**src/rtl/tff_meas_pkg.sv**
```systemverilog
`timescale 1ns/1ps
`default_nettype none
// +--------------------------------------------------------------------------+
// | Module      : tff_meas_pkg                                               |
// | Description : Shared types and helpers for the T_FF edge-rate counter.   |
// |               Holds the measurement FSM state encoding and the width     |
// |               helper used to size the window counter.                    |
// | Revision    : 1.0 - initial release                                      |
// +--------------------------------------------------------------------------+
package tff_meas_pkg;

    // Measurement FSM encoding. The value 2'd3 is unused and recovers to IDLE.
    typedef enum logic [1:0] {
        IDLE  = 2'd0,
        COUNT = 2'd1,
        HOLD  = 2'd2
    } state_t;

    // Number of bits needed to hold values 0 .. value-1 (never less than 1).
    function automatic int clog2(input int value);
        int r;
        r = 0;
        while ((1 << r) < value) begin
            r = r + 1;
        end
        if (r < 1) begin
            r = 1;
        end
        return r;
    endfunction

endpackage : tff_meas_pkg
`default_nettype wire

```
**src/rtl/sync_edge_det.sv**
```systemverilog
`timescale 1ns/1ps
`default_nettype none
// +--------------------------------------------------------------------------+
// | Module      : sync_edge_det                                              |
// | Description : Multi-flop synchroniser followed by a rising-edge          |
// |               detector. The detector runs continuously; gating is up to  |
// |               the consumer.                                              |
// | Ports       : clk       - clock, rising edge                             |
// |               reset     - asynchronous, active-low                       |
// |               d_async   - input that may be asynchronous to clk          |
// |               rise_edge - one-cycle pulse on a synchronised 0->1         |
// | Revision    : 1.0 - initial release                                      |
// +--------------------------------------------------------------------------+
module sync_edge_det #(
    parameter int SYNC_STAGES = 2
) (
    input  logic clk,
    input  logic reset,
    input  logic d_async,
    output logic rise_edge
);

    logic [SYNC_STAGES-1:0] r_sync;
    logic                   r_s_d;
    logic                   w_s;

    assign w_s = r_sync[SYNC_STAGES-1];

    always_ff @(posedge clk or negedge reset) begin
        if (!reset) begin
            r_sync <= '0;
            r_s_d  <= 1'b0;
        end else begin
            r_sync <= {r_sync[SYNC_STAGES-2:0], d_async};
            r_s_d  <= w_s;
        end
    end

    // History clears to 0, so an input already high at reset release
    // produces exactly one edge once it has crossed the synchroniser.
    assign rise_edge = w_s & ~r_s_d;

endmodule : sync_edge_det
`default_nettype wire

```
**src/rtl/tff_edge_counter.sv**
```systemverilog
`timescale 1ns/1ps
`default_nettype none
// +--------------------------------------------------------------------------+
// | Module      : tff_edge_counter                                           |
// | Description : Counts synchronised rising edges of a T_FF output over     |
// |               fixed windows of WINDOW clk cycles and hands each result   |
// |               out on a valid/ready interface.                            |
// | Ports       : clk          - clock, rising edge                          |
// |               reset        - asynchronous, active-low                    |
// |               t_in         - T_FF q, may be asynchronous to clk          |
// |               enable       - run windows back to back                    |
// |               count_out    - edges in the last window (saturating)       |
// |               count_valid  - result valid, held until accepted           |
// |               count_ready  - consumer accepts on valid & ready           |
// |               overflow     - last window saturated                       |
// |               busy         - a window is being counted                   |
// | Revision    : 1.0 - initial release                                      |
// +--------------------------------------------------------------------------+
module tff_edge_counter
    import tff_meas_pkg::*;
#(
    parameter int CNT_W       = 8,
    parameter int WINDOW      = 16,
    parameter int SYNC_STAGES = 2
) (
    input  logic             clk,
    input  logic             reset,
    input  logic             t_in,
    input  logic             enable,
    output logic [CNT_W-1:0] count_out,
    output logic             count_valid,
    input  logic             count_ready,
    output logic             overflow,
    output logic             busy
);

    localparam int               c_CTR_W = clog2(WINDOW);
    localparam logic [c_CTR_W-1:0] c_LAST = c_CTR_W'(WINDOW - 1);
    localparam logic [CNT_W-1:0] c_MAX   = {CNT_W{1'b1}};
    localparam logic [CNT_W:0]   c_ONE   = {{CNT_W{1'b0}}, 1'b1};

    state_t             r_state;
    state_t             w_state_next;
    logic [c_CTR_W-1:0] r_ctr;
    // One spare bit: once the MSB is set the count has passed 2**CNT_W-1
    // and is frozen, so the value never wraps.
    logic [CNT_W:0]     r_count;
    logic [CNT_W:0]     w_next_count;
    logic [CNT_W-1:0]   r_count_out;
    logic               r_count_valid;
    logic               r_overflow;
    logic               w_edge;
    logic               w_last;
    logic               w_accept;
    logic               w_busy;

    sync_edge_det #(
        .SYNC_STAGES (SYNC_STAGES)
    ) u_sync_edge_det (
        .clk       (clk),
        .reset     (reset),
        .d_async   (t_in),
        .rise_edge (w_edge)
    );

    assign w_last   = (r_ctr == c_LAST);
    assign w_accept = r_count_valid & count_ready;

    always_comb begin
        w_next_count = r_count;
        if (!r_count[CNT_W] && w_edge) begin
            w_next_count = r_count + c_ONE;
        end
    end

    // State register
    always_ff @(posedge clk or negedge reset) begin
        if (!reset) begin
            r_state <= IDLE;
        end else begin
            r_state <= w_state_next;
        end
    end

    // Next-state and status decode
    always_comb begin
        w_state_next = r_state;
        w_busy       = 1'b0;
        case (r_state)
            IDLE: begin
                if (enable) begin
                    w_state_next = COUNT;
                end
            end
            COUNT: begin
                w_busy = 1'b1;
                if (!enable) begin
                    w_state_next = IDLE;
                end else if (w_last) begin
                    w_state_next = HOLD;
                end
            end
            HOLD: begin
                // A pending result survives enable=0; only the handshake
                // releases HOLD.
                if (w_accept) begin
                    w_state_next = enable ? COUNT : IDLE;
                end
            end
            default: begin
                w_state_next = IDLE;
            end
        endcase
    end

    // Window counter, edge counter and result registers
    always_ff @(posedge clk or negedge reset) begin
        if (!reset) begin
            r_ctr         <= '0;
            r_count       <= '0;
            r_count_out   <= '0;
            r_count_valid <= 1'b0;
            r_overflow    <= 1'b0;
        end else begin
            if (r_state == COUNT && enable) begin
                r_ctr   <= r_ctr + c_CTR_W'(1);
                r_count <= w_next_count;
                if (w_last) begin
                    // The edge seen on the final window cycle is included.
                    r_count_out   <= w_next_count[CNT_W] ? c_MAX : w_next_count[CNT_W-1:0];
                    r_overflow    <= w_next_count[CNT_W];
                    r_count_valid <= 1'b1;
                end
            end else begin
                // Outside an active window the counters sit at zero so the
                // next window always starts clean; an aborted window is lost.
                r_ctr   <= '0;
                r_count <= '0;
            end

            if (r_state == HOLD && w_accept) begin
                r_count_valid <= 1'b0;
            end
        end
    end

    assign count_out   = r_count_out;
    assign count_valid = r_count_valid;
    assign overflow    = r_overflow;
    assign busy        = w_busy;

endmodule : tff_edge_counter
`default_nettype wire
```
**config.mk**
```make
export PLATFORM = sky130hd
export DESIGN_NAME = tff_edge_counter
export DESIGN_NICKNAME = d
export VERILOG_FILES = /design/src/rtl/tff_meas_pkg.sv /design/src/rtl/sync_edge_det.sv /design/src/rtl/tff_edge_counter.sv
export SDC_FILE = /design/constraint.sdc
export NUM_CORES = 1
export LEC_CHECK = 0
export CAP_MARGIN = 20
export CORE_MARGIN = 2
export CORE_UTILIZATION = 52
export CTS_CLUSTER_SIZE = 20
export DETAILED_ROUTE_END_ITERATION = 8
export GPL_TIMING_DRIVEN = 0
export PLACE_DENSITY = 0.76
export REMOVE_ABC_BUFFERS = 1
export SKIP_CTS_REPAIR_TIMING = 1
export SLEW_MARGIN = 20
export SYNTH_ARGS = -nofsm -noshare
export SYNTH_HDL_FRONTEND = slang
export SYNTH_SLANG_ARGS = --single-unit
```
**constraint.sdc**
```tcl
create_clock -name clk -period 1.7 [get_ports clk]
set_input_delay 0.425 -clock clk [delete_from_list [all_inputs] [get_ports clk]]
set_output_delay 0.425 -clock clk [all_outputs]
set_load 0.05 [all_outputs]
```
==> impl_metrics.yaml, run 1 <==
run_status:
  status: "completed"
global_routing:
  grt_use_total_pct: 20.92
  grt_pass1_vias: 901
  use_met3_pct: 7.759
  grt.busiest_layer: "met2"
  grtUsageMet1_pct: 24.32
  overflow: 0
  grt_max_degree: 29
  antenna_found_initial: 0
  use_met2_pct: 35.23
  grt_first_pass_wirelength_um: 4043
setup_path:
  path_max_fanout: 4
  cp_slowest_cell: "dlymetal6s2s_1"
  cp.arrival_ns: 1.18
  critical_path.cell_chain: "dlymetal6s2s_1"
  critPathBufInv: 1
  critPathRequiredTime_ns: 1.27
  startpoint_type: "register"
  path_class: "reg2out"
  cp-end-kind: "output port"
  max_stage_delay_ns: 0.44
  path_delay_family: "buffers and inverters"
cts:
  cts_buffer_depth: 2
  cts_buffers: 3
  clk_transition_reported_paths_ns: 0.15
  clock-sinks: 28
  cts_tree: "yes"
  htreeDepth: 1
  clk_latency_ns: 0.34
  cts-root-buf: "clkbuf_4"
logic_synthesis:
  yosys.area.top_type: "dfrtp_1"
  syn_inst: 108
  ys_ff_latch: 28
  ys_seq_area_share_pct: 58.52
  yosys_warnings: 0
  yosysTopAreaCellShare_pct: 58.52
  netlist_area_um2: 1197
  synth_most_common_cell: "dfrtp_1"
  synth_area_per_cell_um2: 11.09
  async_reset_ff_share_pct: 100.0
  ys_types: 32
  synth_edf_count: 0
  synth-main-ff-cell: "dfrtp_1"
  netlist_top_cells_area: "dfrtp_1 (59%), a21oi_1 (7.1%), a41oi_1 (3.7%)"
  synthTopCellsByCount: "dfrtp_1 (28), a21oi_1 (17), nor2_1 (8)"
timing:
  fmax_ghz: 0.6220
  setup_violations: 0
  hold_viol: 0
  layout_setup_ws_ns: 0.09231
  worst_pin_slew_ns: 0.6000
  period_minus_slack_ns: 1.608
  whs_ns: 0.06694
  fin_crit_sh_pct: 94.57
  maxSlewViolCount: 0
  slew_headroom_pct: 60.00
  worst_clock_skew_ns: 0.002112
routing:
  vias: 939
  wl_per_cell_um: 17.26
  drtIter0Drc: 15
  drt_first_pass_iters: 4
  drc: 0
  vias_per_cell: 6.219
  antenna_left: 0
  routed_wl_um: 2606
cells_and_area:
  fin_area_um2: 1490
  num_antenna_cells: 0
  stdcell_count: 151
  nFillCells: 170
  final_net_count: 131
  areaGrowthSynthToFinish_pct: 24.45
  final_layout_size_suffix_gt1_share_pct: 15.45
place:
  io_buffers: 15
  pre_cts_slack_ns: -0.4296
  placed_cells: 145
  placed_area_um2: 1354
  routabilityCongestion: 0.8095
  place.detailed.hpwl_um: 1598
floorplanning:
  die_area_um2: 2702
  core_area_um2: 2191
  start_util_pct: 54.65
  fp.dieH_um: 51.99
  io_pins: 16
  num_rows: 17
  die_x_um: 51.99
flow_run:
  maxCapViolations: 0
hold_path:
  min-delay-path-class: "in2async"
pwr:
  power.density_nw_per_um2: 787.5
  ir_worst_vdd_v: 0.0006721
  leakagePower_uw: 0.0007854
-- kinds of logic after synthesis --
family	share of synthesized area [%]
flip-flops	58.52
multiplexers	0.8360
AO/OA/AOI/OAI	17.14
adder cells (fa/ha/maj)	2.090
AND/OR/NAND/NOR	15.57
XOR/XNOR	2.926
buffers and inverters	2.926
-- routing by layer --
layer | part of all wire [%] | up-vias
li1 | - | 429
met1 | 41 | 462
met2 | 50 | 36
met3 | 5.6 | 12
met4 | 3.0 | 0
met5 | 0 | -
-- power breakdown --
group / switching, uW / total [uW] / internal, uW
clock network: 200 / 439 / 239
registers: 7.32 / 682 / 674
logic: 33.7 / 52.7 / 19.1
total: 241 / 1170 / 932
-- area by class of cell --
| class | count | area (um^2) | area share [%] |
|---|---|---|---|
| multi-input cells | 72 | 511.7 | 34.34 |
| repair buffers | 16 | 178.9 | 12.01 |
| inverters | 3 | 11.26 | 0.7557 |
| clock inverters | 1 | 30.03 | 2.015 |
| clock buffers | 3 | 22.52 | 1.511 |
| well taps | 28 | 35.03 | 2.351 |
| flip-flops and latches | 28 | 700.7 | 47.02 |
-- stage by stage --
step	util (%)	setup TNS (ns)	total power, uW
6_report	68.02	0	1173
3_3_place_gp	62.02	-9.516	743.4
5_1_grt	68.02	-0.001698	1213
2_1_floorplan	-	-0.8507	713.4
3_5_place_dp	61.79	-4.496	745.0
4_1_cts	64.19	-4.362	1169
-- flip-flops by register name, summed over array words and instances, names as in the netlist --
signal                  cells
r_count                     9
overflow                    1
count_valid                 1
count_out                   8
u_sync_edge_det.r_s_d       1
r_state                     2
r_ctr                       4
u_sync_edge_det.r_sync      2
-- cell usage in the layout (no fill, tap or decap), types with 3 or more instances in the layout --
cell              n
dlymetal6s2s_1   10
a21oi_1          17
inv_1             3
clkbuf_4          3
xnor2_1           3
a41oi_1           3
nand2_1           5
clkdlybuf4s50_1   3
a31oi_1           3
dfrtp_1          28
o21ai_0           3
nor2_1            8
-- path summary, 6_finish.rpt --
check | from | slack (ns) | depth (start not counted) | end
max | count_valid$_DFFE_PN0P_ | 0.09 | 1 | count_valid
min | reset | 0.07 | 1 | r_ctr[3]$_DFF_PN0_
max reg2reg | u_sync_edge_det.r_s_d$_DFF_PN0_ | 0.09 | 3 | count_out[6]$_DFFE_PN0P_
min reg2reg | u_sync_edge_det.r_sync[0]$_DFF_PN0_ | 0.39 | 0 | u_sync_edge_det.r_sync[1]$_DFF_PN0_
max in group asynchronous | reset | 1.24 | 1 | u_sync_edge_det.r_sync[1]$_DFF_PN0_
min in group clk | u_sync_edge_det.r_sync[0]$_DFF_PN0_ | 0.39 | 0 | u_sync_edge_det.r_sync[1]$_DFF_PN0_
No activity file was read; power rests on OpenSTA's default activity.
==> run 2, diff against run 1 <==
==> constraint.sdc (replaced) <==
create_clock -name clk -period 1.7 [get_ports clk]
set_input_delay 0.255 -clock clk [delete_from_list [all_inputs] [get_ports clk]]
set_output_delay 0.255 -clock clk [all_outputs]
set_load 0.05 [all_outputs]
==> run 2 against run 1 <==
  * Non-clock buffer count increased by 1
  * Total power is 0.38% higher
  * Sequential power hardly changed
  * Largest cell class unchanged
  * Worst setup slack better by 0.0017 ns
  * Routed wire length grew 0.84%
  * Count of clock-buffer cells in the layout unchanged
  * Die area stayed put
  * Final cell count grew 0.66%
==> impl_metrics.yaml, run 2 (synthesized netlist as in run 1, its figures left out) <==
setup_path:
  path_delay_family: "compound AO/OA/AOI/OAI gates"
  path_class: "reg2reg"
  r2r_cells: 3
  max_stage_delay_ns: 0.56
  critical_path.cell_chain: "nand4bb_4, o41a_1, a41oi_1"
  path_max_fanout: 10
  reg2reg_to: "count_out[6]$_DFFE_PN0P_"
  cp.arrival_ns: 1.87
  critPathBufInv: 0
  reg2reg_setup_slack_ns: 0.09
  cp_slowest_cell: "o41a_1"
  rr_startpoint: "u_sync_edge_det.r_s_d$_DFF_PN0_"
  critPathRequiredTime_ns: 1.97
  cp-end-kind: "register"
  startpoint_type: "register"
place:
  place.detailed.hpwl_um: 1598
  pre_cts_slack_ns: -0.2596
  routabilityCongestion: 0.8095
  placed_cells: 145
  io_buffers: 15
cells_and_area:
  nFillCells: 171
  largest_reg_flops: 9
  final_layout_size_suffix_gt1_share_pct: 13.71
  stdcell_count: 152
  final_cell_mix: "dfrtp_1 (28), a21oi_1 (17), dlymetal6s2s_1 (10)"
  postLayoutCoreUtil_pct: 68.02
  final_net_count: 132
  num_antenna_cells: 0
  areaGrowthSynthToFinish_pct: 24.45
  final_common_cell: "dfrtp_1"
  top_register: "r_count"
hold_path:
  hold_end: "u_sync_edge_det.r_sync[0]$_DFF_PN0_"
  whs_path_depth: 1
  hold_start: "t_in"
  min-delay-path-class: "in2reg"
pwr:
  swShare_pct: 20.91
  pwr-share-seq_pct: 57.9
  power.share.combinational_pct: 4.4
  p_int_uw: 931.6
  p_clk_share_pct: 37.7
  ir_worst_vdd_v: 0.0006799
  power.density_nw_per_um2: 790.5
  p_sw_uw: 246.4
  leakagePower_uw: 0.0007869
global_routing:
  grt_pass1_vias: 901
  grt_first_pass_wirelength_um: 4043
  overflow: 0
  grt_use_total_pct: 20.92
  antenna_found_initial: 0
  grt_max_degree: 29
floorplanning:
  num_rows: 17
  start_util_pct: 54.65
  io_pins: 16
  core_area_um2: 2191
  die_area_um2: 2702
  die_x_um: 51.99
  fp.dieH_um: 51.99
timing:
  worst_pin_slew_ns: 0.6063
  setup-tns-final_ns: 0
  setup_violations: 0
  layout_setup_ws_ns: 0.09397
  slew_headroom_pct: 59.58
  worst_clock_skew_ns: 0.002241
  hold_viol: 0
  whs_ns: 0.3497
  fin_crit_sh_pct: 94.47
  maxSlewViolCount: 0
  period_minus_slack_ns: 1.606
  fmax_ghz: 0.6227
routing:
  highest_layer: "met4"
  vias: 936
  drtIter0Drc: 13
  wl_met2_um: 1353
  drc: 0
  met1_length_um: 1069
  wl_per_cell_um: 17.29
  routed_wl_um: 2628
  wl_met3_um: 147
  antenna_left: 0
  drt_first_pass_iters: 4
  vias_per_cell: 6.158
cts:
  cts_tree: "yes"
  htreeDepth: 1
  clk_transition_reported_paths_ns: 0.15
  cts_buffers: 3
  clock-sinks: 28
  cts-root-buf: "clkbuf_4"
  cts_buffer_depth: 2
  clk_latency_ns: 0.34
run_status:
  status: "completed"
flow_run:
  maxCapViolations: 0
## run 2: changes by cell type in the layout (fill, tap and decap cells not counted), sizes merged
| cell | previous run | this run |
|---|---|---|
| dlygate4sd3 | 0 | 1 |
| clkbuf | 3 | 4 |
| buf | 3 | 2 |
## run 2: how the worst max path moves through the flow
stage / start / endpoint / cells after the start / slack, ns
floorplan: r_state[1]$_DFFE_PN0P_ / r_count[3]$_DFF_PN0_ / 3 / -0.09
global placement: enable / count_out[3]$_DFFE_PN0P_ / 4 / -0.25
detailed placement: enable / count_out[4]$_DFFE_PN0P_ / 4 / -0.26
CTS: r_state[1]$_DFFE_PN0P_ / busy / 2 / -0.35
global route: u_sync_edge_det.r_s_d$_DFF_PN0_ / count_out[6]$_DFFE_PN0P_ / 3 / -0.003
finish: u_sync_edge_det.r_s_d$_DFF_PN0_ / count_out[6]$_DFFE_PN0P_ / 3 / 0.09
## run 2: routing by layer
| layer | GRT usage, % | up-vias |
|---|---|---|
| met5 | 0 | - |
| met4 | 7.456 | 0 |
| met3 | 7.759 | 10 |
| met2 | 35.23 | 37 |
| met1 | 24.32 | 461 |
| li1 | - | 428 |
## run 2: cell type report
class,count,area [um^2],share of cell area [%]
Inverter,3,11.26,0.7557
Clock buffer,3,22.52,1.511
Tap cell,28,35.03,2.351
Timing Repair Buffer,17,182.7,12.26
Clock inverter,1,30.03,2.015
Multi-Input combinational cell,72,508.0,34.09
Sequential cell,28,700.7,47.02
## run 2: worst register-to-register path, delay by kind of cell, from the launching register on
family / cells / cell delay [ns]
AO/OA/AOI/OAI: 2 / 0.81
flip-flops: 1 / 0.43
AND/OR/NAND/NOR: 1 / 0.30
## run 2: through the flow
stage	power, uW	area (um^2)
detailed placement	745.0	1354
floorplan	713.4	1174
global placement	743.4	1359
finish	1178	1490
global route	1213	1490
CTS	1169	1406
## run 2: power by group through the flow
stage | clock network [uW] | logic (uW) | registers (uW)
after floorplan | 0 | 22.2 | 691
after global placement | 0 | 51.6 | 692
after detailed placement | 0 | 52.1 | 693
after CTS | 436 | 52.2 | 680
after global routing | 472 | 58.0 | 683
final | 444 | 52.3 | 682
==> run 3, diff against run 2 <==
- CAP_MARGIN: 20 -> not set
- SLEW_MARGIN: 20 -> not set
==> run 3 against run 2 <==
  * Die area unchanged
  * Sequential share of layout area up 0.16 points
  * First-iteration DRC count down 7.7%
  * Core utilization down 0.23 points
  * Critical endpoint is now r_state[1]$_DFFE_PN0P_
==> impl_metrics.yaml, run 3 (synthesized netlist as in run 1, its figures left out) <==
cells_and_area:
  postLayoutCoreUtil_pct: 67.79
  final_layout_size_suffix_gt1_share_pct: 13.01
  top_register: "r_count"
  num_antenna_cells: 0
  final_cell_mix: "dfrtp_1 (28), a21oi_1 (17), dlymetal6s2s_1 (10)"
  final_net_count: 131
  final_common_cell: "dfrtp_1"
  areaGrowthSynthToFinish_pct: 24.03
  largest_reg_flops: 9
  fin_area_um2: 1485
setup_path:
  critPathRequiredTime_ns: 1.93
  reg2reg_to: "r_state[1]$_DFFE_PN0P_"
  rr_startpoint: "r_ctr[0]$_DFF_PN0_"
  reg2reg_setup_slack_ns: 0.10
  startpoint_type: "register"
  cp.arrival_ns: 1.83
  crit_path_end: "r_state[1]$_DFFE_PN0P_"
  path_class: "reg2reg"
  critPathLaunch: "r_ctr[0]$_DFF_PN0_"
  r2r_cells: 4
  cp-end-kind: "register"
  path_max_fanout: 11
timing:
  worst_pin_slew_ns: 1.189
  rsz0062_at_grt: "false"
  fin_crit_sh_pct: 94.05
  maxSlewViolCount: 0
  layout_setup_ws_ns: 0.1012
  slew_headroom_pct: 20.51
  worst_clock_skew_ns: 0.004174
  period_minus_slack_ns: 1.599
  hold_viol: 0
  setup_violations: 0
  whs_ns: 0.3534
  fmax_ghz: 0.6255
cts:
  cts_buffer_depth: 2
  clk_transition_reported_paths_ns: 0.15
  cts_tree: "yes"
  cts-root-buf: "clkbuf_4"
  clk_latency_ns: 0.33
  cts_buffers: 3
  clock-sinks: 28
  htreeDepth: 1
place:
  placed_area_um2: 1359
  place.detailed.hpwl_um: 1599
  io_buffers: 15
  pre_cts_slack_ns: -0.2661
  routabilityCongestion: 0.8095
floorplanning:
  start_util_pct: 54.65
  die_x_um: 51.99
  core_area_um2: 2191
  io_pins: 16
  die_area_um2: 2702
  fp.dieH_um: 51.99
  num_rows: 17
routing:
  vias_per_cell: 6.113
  drt_first_pass_iters: 4
  antenna_left: 0
  wl_per_cell_um: 16.68
  drc: 0
  drtIter0Drc: 12
  routed_wl_um: 2518
  vias: 923
global_routing:
  overflow: 0
  antenna_found_initial: 0
  grt_max_degree: 29
  grt_pass1_vias: 915
  grt_first_pass_wirelength_um: 4064
  grt_use_total_pct: 20.67
run_status:
  status: "completed"
pwr:
  leakagePower_uw: 0.0007827
  power.density_nw_per_um2: 783.8
  ir_worst_vdd_v: 0.0007941
hold_path:
  min-delay-path-class: "in2reg"
flow_run:
  maxCapViolations: 0
==> run 3: layout make-up <==
cell class              instances  area [um^2]
clock buffers                   3        22.52
well taps                      28        35.03
clock inverters                 1        30.03
inverters                       3        11.26
fillers                       161        705.7
flip-flops and latches         28        700.7
multi-input cells              72        508.0
repair buffers                 16        177.7
==> run 3: worst min path at each step <==
stage          slack (ns)                           startpoint  cells past startpoint                             endpoint
2_1_floorplan       -0.04                                reset                      0             count_out[0]$_DFFE_PN0P_
3_3_place_gp         0.33  u_sync_edge_det.r_sync[0]$_DFF_PN0_                      0  u_sync_edge_det.r_sync[1]$_DFF_PN0_
3_5_place_dp         0.36  u_sync_edge_det.r_sync[0]$_DFF_PN0_                      0  u_sync_edge_det.r_sync[1]$_DFF_PN0_
4_1_cts              0.36                                 t_in                      1  u_sync_edge_det.r_sync[0]$_DFF_PN0_
5_1_grt              0.34                                 t_in                      1  u_sync_edge_det.r_sync[0]$_DFF_PN0_
6_report             0.35                                 t_in                      1  u_sync_edge_det.r_sync[0]$_DFF_PN0_
==> run 3: critical path, cell delays in order, from the launching register on <==
cell and delay (ns):
dfrtp_1 0.43, ha_1 0.22, and3_2 0.31, and2_4 0.24
or2_2 0.30
==> run 3: per-stage QoR <==
stage / std cells / setup TNS, ns / total power [uW]
CTS: 149 / -2.417 / 1171
floorplan: 102 / -0.8507 / 713.4
detailed placement: 145 / -3.700 / 746.1
finish: 151 / 0 / 1164
global placement: 145 / -2.789 / 743.4
global route: 151 / 0 / 1201
==> run 3: layer usage <==
layer,GRT usage [%],up-vias,wire [um]
met5,0,-,0
met4,3.947,0,34
met3,7.759,6,164
met2,36.29,34,1313
met1,24.12,458,1007
li1,-,425,-
==> run 3: where the power goes <==
group | switching (uW) | total, uW | internal [uW] | leakage, uW
clock | 193 | 432 | 239 | 0.0000279
combinational | 33.4 | 51.5 | 18.1 | 0.000374
sequential | 6.72 | 681 | 674 | 0.000381
==> edit 1, RTL diff (config.mk and constraints of run 2) <==
The 3 states of `state_t` get a one-hot encoding in 3 bits.
--- a/src/rtl/tff_meas_pkg.sv
+++ b/src/rtl/tff_meas_pkg.sv
@@ -10,10 +10,10 @@
 package tff_meas_pkg;
 
     // Measurement FSM encoding. The value 2'd3 is unused and recovers to IDLE.
-    typedef enum logic [1:0] {
-        IDLE  = 2'd0,
-        COUNT = 2'd1,
-        HOLD  = 2'd2
+    typedef enum logic [2:0] {
+        IDLE  = 3'b001,
+        COUNT = 3'b010,
+        HOLD  = 3'b100
     } state_t;
 
     // Number of bits needed to hold values 0 .. value-1 (never less than 1).
Check against the original RTL: same outputs for any inputs over 10 cycles, from zero or initial values and one cycle with reset low; not proved beyond that.
==> edit 1 against run 2 <==
- setup slack better by 17 ps
- sequential cell count up 1
- via count down 9.1%
- power up 9.7%
- wire length down 17%
- synthesized area up 2.1%
- sequential share of layout area up 0.22 points
- design area up 3.3%
- largest cell class unchanged
- highest routed layer unchanged
==> edit 1: results <==
[synth]
syn-instance-count = 107
ys_seq_area_frac = 0.5947
synth_cell_types = 27
synth_warnings = 0
synthTopCellsByCount = 28 x dfrtp_1, 27 x nor2_1, 8 x a21oi_2, 8 x xor2_1, 4 x nand3_1
synth_area_leaders = dfrtp_1 57%, nor2_1 8.3%, a21oi_2 5.7%

[setup_path]
crit_arrival_ps = 1330
ff2ff_path_depth = 4
r2r-end = count_out[3]
crit_fanout = 6
r2r_slack_ps = 130
r2r_start = r_state[2]

[clocking]
htree_levels = 2
clk_pin_slew_ps = 100
cts_buffers = 5
clockBufferDepth = 2

[layout]
final_layout_size_suffix_gt1_frac = 0.2061
final_nets = 137
stdcell_count = 159
fillCellCount = 173
largest_register_ffs = 9

[global_routing]
grt_pass1_wl_mm = 3.532
grtUsageTotal = 0.1896
antenna_found_initial = 0
grt_max_degree = 30
grt_pass1_vias = 828

[status]
outcome = complete, no violations

[pwr]
leakage_uw = 0.0008567
peakVddDrop_v = 0.0005954

[placed_design]
dp.cells = 147
dpl_cell_area_mm2 = 0.001383
gp_congestion = 0.7842
dp_worst_setup_slack_ps = -1227

[drt]
vias_per_cell = 5.352
drt_iter0_markers = 18
firstDrtPassIters = 4
routedWlPerCell_um = 13.70

[sta]
fin_skew_ps = 18.93
finalHoldWorstSlack_ps = 354.0
relSlewSlack = 0.5883

[min_path]
hp-start = t_in
holdPathEnd = u_sync_edge_det.r_sync[0]
## edit 1: cell count changes after synthesis, moves of 3 or more
cell      before  now
nor2_1         8   27
xor2_1         1    8
nand3_1        1    4
o21ai_0        3    0
a21oi_1       17    2
a21oi_2        0    8
clkbuf_1       5    1
a41oi_1        5    1
nand2_1        5    2
inv_1          3    0
## edit 1: area by class of cell
type	count	area, µm²	share of cell area
flip-flops and latches	29	726.9	0.4724
multi-input cells	75	506.7	0.3293
clock inverters	1	5.005	0.003252
well taps	28	35.03	0.02276
repair buffers	19	200.2	0.1301
clock buffers	7	65.06	0.04228
## edit 1: worst max path at each step
stage,end,cells past startpoint,startpoint,slack [ps]
finish,busy,2,r_state[1],110
global route,count_out[3],4,r_state[2],10
floorplan,count_out[0],4,r_state[2],-370
CTS,count_out[2],4,r_state[2],-950
detailed placement,count_out[2],5,enable,-1230
global placement,count_out[5],5,enable,-1210
## edit 1: routing by layer
| metal | GRT usage | wire length, µm |
|---|---|---|
| met4 | 0.1624 | 65 |
| met5 | 0 | 0 |
| met2 | 0.2771 | 988 |
| met1 | 0.2268 | 1007 |
| met3 | 0.05429 | 117 |
## edit 1: power breakdown
group	total, µW	internal (µW)	switching (µW)
clock	480	239	241
combinational	83.6	38.6	44.9
sequential	728	707	21.0
## edit 1: worst max-delay path, stage by stage, from the launching register on
cell and delay [ps]:
dfrtp_1 490, nor3b_2 240, clkbuf_4 260
## edit 1: cell families after synthesis
logic type / Yosys count / synth area share
AO/OA/AOI/OAI: 15 / 0.09622
XOR/XNOR: 10 / 0.07165
adder cells (fa/ha/maj): 2 / 0.02047
buffers and inverters: 3 / 0.01637
flip-flops: 29 / 0.5947
multiplexers: 2 / 0.01638
AND/OR/NAND/NOR: 46 / 0.1842
==> edit 2, RTL diff (config.mk and constraints of run 2) <==
Made on the original files. The parameter `CNT_W` goes from 8 to 6.
--- a/src/rtl/tff_edge_counter.sv
+++ b/src/rtl/tff_edge_counter.sv
@@ -19,7 +19,7 @@
 module tff_edge_counter
     import tff_meas_pkg::*;
 #(
-    parameter int CNT_W       = 8,
+    parameter int CNT_W       = 6,
     parameter int WINDOW      = 16,
     parameter int SYNC_STAGES = 2
 ) (
Ports: changed (resized count_out); port bits go from 16 to 14. No check against the original RTL was run, so the function may have changed too.
==> edit 2 against run 2 <==
- worst hold slack better by 20 ps
- first-iteration DRC count down 38%
- power down 21%
- combinational power down 4.4%
- global-route usage down 2.4 points
- wire length down 29%
- setup slack better by 27 ps
- via count down 20%
- synthesized area down 15%
- sequential cell count down 4
- design area down 18%
- critical endpoint is now count_out[4]
- highest routed layer unchanged
==> edit 2: results <==
[status]
outcome = complete, no violations

[layout]
stdcell_count = 128
final_layout_size_suffix_gt1_frac = 0.1068
largest_register_ffs = 7

[drt]
vias_per_cell = 5.820
drt_iter0_markers = 8

[synth]
muxShareOfSynthArea = 0.009852
synth_adder_area_share = 0.02463
synthTopCellsByCount = 24 x dfrtp_1, 13 x a21oi_1, 7 x nor2_1
synth_cell_types = 33
synthXorXnorAreaFrac = 0.03448

[setup_path]
critPathSlowestCell = or3b_1
r2r_slack_ps = 120
crit_family = simple AND/OR/NAND/NOR gates
r2r-end = count_out[4]
crit_arrival_ps = 1820
crit_fanout = 6

[global_routing]
grtUsageMet3 = 0.03704
grt_pass1_vias = 654
grt_pass1_wl_mm = 2.980
grt_util_met2 = 0.2816

[pwr]
p_per_area_mw_per_mm2 = 759.4
leakage_uw = 0.0006695

[sta]
relSlewSlack = 0.6512
fin_skew_ps = 2.016

[clocking]
clk_pin_slew_ps = 120
clock_latency_ps = 310

[placed_design]
dp_hpwl_mm = 1.218
## edit 2: metal layers
metal  part of all wire  routed length (µm)
met1               0.47                 882
met2               0.48                 895
met3              0.039                  74
met4              0.011                  21
met5                  0                   0
## edit 2: how the worst max path moves through the flow
stage / startpoint / end / slack [ps] / depth (start not counted)
final: u_sync_edge_det.r_s_d / count_out[4] / 120 / 3
after global routing: u_sync_edge_det.r_s_d / count_out[4] / 80 / 3
after CTS: r_state[1] / busy / -310 / 2
after detailed placement: enable / count_out[3] / -170 / 4
after global placement: enable / count_out[3] / -140 / 4
after floorplan: r_state[1] / r_count[3] / -30 / 3
## edit 2: report_power, final
part / total, µW / switching [µW] / internal, µW
Combinational: 50.0 / 32.4 / 17.5
Clock: 294 / 164 / 131
Sequential: 585 / 6.19 / 579
Total: 929 / 202 / 727
## edit 2: cell type report
| cell class | count | area share |
|---|---|---|
| timing repair buffer | 14 | 0.1227 |
| sequential | 24 | 0.4908 |
| tap | 25 | 0.02556 |
| inverter | 2 | 0.006135 |
| multi-input combinational | 59 | 0.3252 |
| clock buffer | 4 | 0.02965 |
## edit 2: logic make-up (layout without fill, tap and decap cells)
| family | after synthesis | after routing |
|---|---|---|
| AOI/OAI and AO/OA | 27 | 27 |
| and+or+nand+nor | 25 | 25 |
| DFF | 24 | 24 |
| buffers and inverters | 5 | 20 |
| xor gates and xnor gates | 4 | 4 |
| adders and majority gates | 2 | 2 |
| muxes | 1 | 1 |
## edit 2: worst reg2reg max path, delay by kind of cell, from the launching register on
kind / cells / cell delay [ps]
AND/OR/NAND/NOR: 2 / 920
flip-flops: 1 / 420
AO/OA/AOI/OAI: 1 / 170
